`config.mk`:
```
export PLATFORM = sky130hd
export DESIGN_NAME = alu_exec_unit
export DESIGN_NICKNAME = d
export VERILOG_FILES = /design/src/rtl/alu_exec_unit.sv
export SDC_FILE = /design/constraint.sdc
export NUM_CORES = 1
export LEC_CHECK = 0
export BUFFER_PORTS_ARGS = -buffer_cell sky130_fd_sc_hd__buf_2
export CORE_MARGIN = 10
export CORE_UTILIZATION = 30
export CTS_CLUSTER_SIZE = 28
export DETAILED_ROUTE_END_ITERATION = 12
export PLACE_DENSITY = 0.59
export SETUP_SLACK_MARGIN = 0.4
export SLEW_MARGIN = 30
export SYNTH_ARGS = -nofsm -noshare
export SYNTH_HDL_FRONTEND = slang
export SYNTH_SLANG_ARGS = --single-unit
```
`constraint.sdc`:
```
create_clock -name clk -period 4.9 [get_ports clk]
set_input_delay 0.735 -clock clk [delete_from_list [all_inputs] [get_ports clk]]
set_output_delay 0.735 -clock clk [all_outputs]
set_load 0.02 [all_outputs]
```
`src/rtl/alu_exec_unit.sv`:
```
// alu_exec_unit: handshaked, registered ALU execution stage.
// Logic/arithmetic ops complete in one cycle. Shifts run on a 1-bit-per-cycle
// serial shifter unless ALU_BARREL_SHIFT_EN is defined, in which case a
// single-cycle barrel shifter is used and the unit never stalls.
//
// Ports:
//   clk             rising-edge clock
//   reset           synchronous active-low reset
//   valid_i         request; accepted on an edge where valid_i && ready_o
//   ALU_Operation_i 4-bit opcode from ALU control
//   A_i, B_i        operands (shift amount = B_i[SHAMT_WIDTH-1:0])
//   ready_o         unit can accept a request this cycle (state decode only)
//   valid_o         one-cycle completion pulse
//   result_o        registered result, held until the next completion
//   zero_o          registered (result_o == 0), updated with result_o
module alu_exec_unit #(
    parameter int unsigned DATA_WIDTH  = 32,
    parameter int unsigned SHAMT_WIDTH = $clog2(DATA_WIDTH)
) (
    input  logic                  clk,
    input  logic                  reset,
    input  logic                  valid_i,
    input  logic [3:0]            ALU_Operation_i,
    input  logic [DATA_WIDTH-1:0] A_i,
    input  logic [DATA_WIDTH-1:0] B_i,
    output logic                  ready_o,
    output logic                  valid_o,
    output logic [DATA_WIDTH-1:0] result_o,
    output logic                  zero_o
);

    localparam logic [3:0] OP_ADD = 4'b0000;
    localparam logic [3:0] OP_SUB = 4'b0001;
    localparam logic [3:0] OP_SLL = 4'b0010;
    localparam logic [3:0] OP_SRL = 4'b0011;
    localparam logic [3:0] OP_AND = 4'b0100;
    localparam logic [3:0] OP_XOR = 4'b0101;
    localparam logic [3:0] OP_LUI = 4'b1000;
    localparam logic [3:0] OP_OR  = 4'b1001;

    logic [SHAMT_WIDTH-1:0] shamt;
    logic                   accept;
    logic [DATA_WIDTH-1:0]  single_res;

    assign shamt  = B_i[SHAMT_WIDTH-1:0];
    assign accept = valid_i && ready_o;

    // Single-cycle result; for serial shifts this is only used when shamt == 0.
    always_comb begin
        single_res = '0;
        case (ALU_Operation_i)
            OP_ADD: single_res = A_i + B_i;
            OP_SUB: single_res = A_i - B_i;
            OP_OR:  single_res = A_i | B_i;
            OP_AND: single_res = A_i & B_i;
            OP_XOR: single_res = A_i ^ B_i;
            OP_LUI: single_res = B_i;
`ifdef ALU_BARREL_SHIFT_EN
            OP_SLL: single_res = A_i << shamt;
            OP_SRL: single_res = A_i >> shamt;
`else
            OP_SLL: single_res = A_i;
            OP_SRL: single_res = A_i;
`endif
            default: single_res = '0;
        endcase
    end

`ifdef ALU_BARREL_SHIFT_EN

    assign ready_o = 1'b1;

    // Every op completes on its accept edge.
    always_ff @(posedge clk) begin
        if (!reset) begin
            result_o <= '0;
            zero_o   <= 1'b0;
            valid_o  <= 1'b0;
        end else begin
            valid_o <= accept;
            if (accept) begin
                result_o <= single_res;
                zero_o   <= (single_res == '0);
            end
        end
    end

`else

    typedef enum logic {IDLE, SHIFT} state_t;

    state_t                 state_q, state_d;
    logic [DATA_WIDTH-1:0]  work_q, work_d;
    logic [SHAMT_WIDTH-1:0] count_q, count_d;
    logic                   dir_right_q, dir_right_d;
    logic [DATA_WIDTH-1:0]  result_d;
    logic                   zero_d;
    logic                   valid_d;
    logic [DATA_WIDTH-1:0]  shifted;

    assign ready_o = (state_q == IDLE);
    assign shifted = dir_right_q ? (work_q >> 1) : (work_q << 1);

    // State and datapath register.
    always_ff @(posedge clk) begin
        if (!reset) begin
            state_q     <= IDLE;
            work_q      <= '0;
            count_q     <= '0;
            dir_right_q <= 1'b0;
            result_o    <= '0;
            zero_o      <= 1'b0;
            valid_o     <= 1'b0;
        end else begin
            state_q     <= state_d;
            work_q      <= work_d;
            count_q     <= count_d;
            dir_right_q <= dir_right_d;
            result_o    <= result_d;
            zero_o      <= zero_d;
            valid_o     <= valid_d;
        end
    end

    // Next-state and output logic.
    always_comb begin
        state_d     = state_q;
        work_d      = work_q;
        count_d     = count_q;
        dir_right_d = dir_right_q;
        result_d    = result_o;
        zero_d      = zero_o;
        valid_d     = 1'b0;
        case (state_q)
            IDLE: begin
                if (accept) begin
                    if ((ALU_Operation_i == OP_SLL || ALU_Operation_i == OP_SRL)
                        && shamt != '0) begin
                        work_d      = A_i;
                        dir_right_d = (ALU_Operation_i == OP_SRL);
                        count_d     = shamt;
                        state_d     = SHIFT;
                    end else begin
                        result_d = single_res;
                        zero_d   = (single_res == '0);
                        valid_d  = 1'b1;
                    end
                end
            end
            SHIFT: begin
                work_d  = shifted;
                count_d = count_q - SHAMT_WIDTH'(1);
                // Last step: publish the shifted value directly.
                if (count_q == SHAMT_WIDTH'(1)) begin
                    result_d = shifted;
                    zero_d   = (shifted == '0);
                    valid_d  = 1'b1;
                    state_d  = IDLE;
                end
            end
            default: state_d = IDLE;
        endcase
    end

`endif

endmodule
```
==> reports/results.txt <==
CP top delay family - compound AO/OA/AOI/OAI gates
worst rel slew slack - 37.2%
RR Endpoint - zero_o
IO Pins - 106
placed cell area - 9690 um^2
Cells after Synth - 1,163
commonest register cell after synthesis - dfxtp_1
CP Max Fanout - 3
status - completed
Reg-to-Reg Start - state_q
H-tree levels - 3
R2R cell count - 10
Total Wirelength - 33,000 um
CP Depth - 22
most used cell, CP - buf_6
Crit Path Category - in2reg
number of port buffers - 105
Layout Utilization - 37.4%
#FFs+latches synth - 73
placed insts - 1,647
Worst VDD drop - 0.000161 V
Data arrival, critical path - 4720 ps
Placer Congestion - 0.951
Slew Viols, Final - 0
CP Launch Point - B_i[6]
Hold Path Class - reg2reg
Clock Sinks - 73
hold slack - 448 ps
global-route wire length before repair - 51,100 um
vias in the first global route - 8,876
Post-synth ARST share - 0%
drt first pass iters - 7
clock skew - 9.83 ps
crit path cell chain - buf_6 > or4_4 > nor3_4 > buf_6 > and2_4 > and3_4 > buf_6 > a31oi_4 > xnor2_1 > ha_1 > nand2_2 > o21ai_2 > buf_4 > o211ai_1 > buf_4 > a2111oi_4 > o31ai_4 > a2111o_1 > o21ai_2 > nor3_2 > nor4bb_4 > a31o_1
grt ovf - 0
top cell type's share of synthesized area - 17.5%
post-detail-place hpwl - 25,800 um
Max Root-Sink Buffers - 2
Via density - 5.63
CTS Buf Count - 9
Core Area - 27,600 um^2
Ys Warns - 0
number of flops mapped to enable cells by yosys - 0
commonest cells after routing, fill and taps aside - nand2_1, buf_2, ha_1
cell area after layout - 10,300 um^2
Fin. Hold Viols - 0
row count - 61
min-delay src - result_o[17]
Pwr per Cell Area - 223 nW/um^2
nets@finish - 1,456
Startpoint Class - primary input
Chip Width - 187 um
Max Cap Violations - 0
commonest non-fill, non-tap cell in the layout - nand2_1
hold_buf cts - 0
Lkg Pwr - 4.41 nW
CTS clk-pin slew, worst paths - 60 ps
average size of a mapped cell - 7.19 um^2
TNS Setup - 0 ps
CTS tree - yes
antenna-violating nets left - 0
synthesized cell area - 8360 um^2
post-layout min period - 4500 ps
initial antenna violation count - 2
Least-Margin Pin Slew - 940 ps
Crit-path slowest cell - or4_4
most area-consuming cells after synthesis - dfxtp_1, ha_1, nand2_1
detailed-route DRC error count - 0
Layout area overhead - 23.7%
Initial Util - 30.3%
flop2flop setup slack - 1760 ps
Net Count, Synth - 1,334
largest net degree at the start of global routing - 51
die area - 35,000 um^2
crit path to - zero_o
Req. time, crit path - 5130 ps
final setup vio count - 0
Peak Freq - 222 MHz
GRT Util Overall - 17.8%
Seq/Total Area, Yosys - 17.5%
drt initial violations - 804
critical path endpoint category - flip-flop
fraction of layout instances using a drive strength above 1 - 20.9%
Buf+Inv Stages, Crit Path - 5
RSZ-0062 raised after global routing - true
Distinct cells, synth - 81
Crit path largest cell delay - 570 ps
CTS root buf - clkbuf_16
fin crit share - 91.8%
routed vias - 9,398
Clock Latency Late Sink - 330 ps
Synth area leader - dfxtp_1
die height - 187 um
Finished Layout Cells - 1,669
final routed wire length divided by cell count - 19.8 um
==> through the flow <==
step / setup WS, ps / total power (W)
floorplan: 404 / 0.00120
global placement: -207 / 0.00152
detailed placement: -176 / 0.00152
CTS: 414 / 0.00226
global route: 289 / 0.00244
finish: 402 / 0.00230
==> synth_stat cells, types with 6 or more instances <==
library cell    n
a211oi_1        9
a21boi_0        6
a21o_1         14
a21oi_1        72
a221o_1         6
a221oi_1        8
a222oi_1        9
a22oi_1        18
a2bb2oi_1       7
a311oi_1        6
a31oi_1        36
a32oi_1         7
and2_1         12
and3_1          9
buf_1           7
buf_2           7
clkbuf_1       57
dfxtp_1        73
ha_1           99
inv_1          79
mux2i_1        32
nand2_1       194
nand3_1        27
nand4_1        14
nor2_1         76
nor2b_1        10
nor3_1         19
nor3b_1         6
nor4_1         12
o2111ai_1       6
o211ai_1       23
o21ai_0        46
o221ai_1        7
o31ai_1        11
or3_1           8
xnor2_1        39
==> layer usage <==
metal | vias to the layer above | track usage (%) | part of all wire (%)
li1 | 4498 | - | -
met1 | 4456 | 23.7 | 44
met2 | 381 | 28.3 | 45
met3 | 61 | 3.08 | 7.3
met4 | 2 | 6.45 | 3.2
met5 | - | 0 | 0.021
==> worst min path at each step <==
stage / cells past startpoint / end
floorplan: 2 / count_q[4]
global placement: 2 / result_o[20]
detailed placement: 2 / result_o[7]
CTS: 2 / result_o[7]
global route: 2 / result_o[15]
finish: 2 / result_o[17]
==> final cells by class <==
cell class | instances | area (um^2)
Multi-Input combinational cell | 938 | 6650
Fill cell | 2947 | 17300
Clock buffer | 11 | 253
Sequential cell | 73 | 1460
Clock inverter | 5 | 77.6
Antenna cell | 1 | 2.50
Inverter | 80 | 300
Tap cell | 378 | 473
Timing Repair Buffer | 183 | 1130
==> kinds of logic after synthesis <==
| logic type | Yosys count | synth area share [%] |
|---|---|---|
| AND/OR/NAND/NOR | 416 | 23.1 |
| AO/OA/AOI/OAI | 344 | 28.7 |
| buffers and inverters | 152 | 6.94 |
| adder cells (fa/ha/maj) | 100 | 15.0 |
| flip-flops | 73 | 17.5 |
| XOR/XNOR | 43 | 4.50 |
| multiplexers | 35 | 4.23 |
==> tightest hold or removal path, delay by kind of cell (launching register included) <==
family / cells / cell delay [ps]
and+or+nand+nor: 1 / 50
DFF: 1 / 300
AOI/OAI and AO/OA: 1 / 50
==> state kept, by name, summed over array words and instances (netlist names) <==
| register | flops |
|---|---|
| result_o | 32 |
| dir_right_q | 1 |
| count_q | 5 |
| valid_o | 1 |
| zero_o | 1 |
| state_q | 1 |
| work_q | 32 |
==> repair_timing <==
item,CTS,global route
buffers inserted,1,4
setup endpoints to repair,3,11
resized for setup,8,59
pin swaps,6,35
==> power by group <==
group          switching [W]  internal [W]
clock               0.000256      0.000472
combinational       0.000548      0.000367
sequential         0.0000306      0.000629
total               0.000835       0.00147
(Power assumes the default switching activity.)
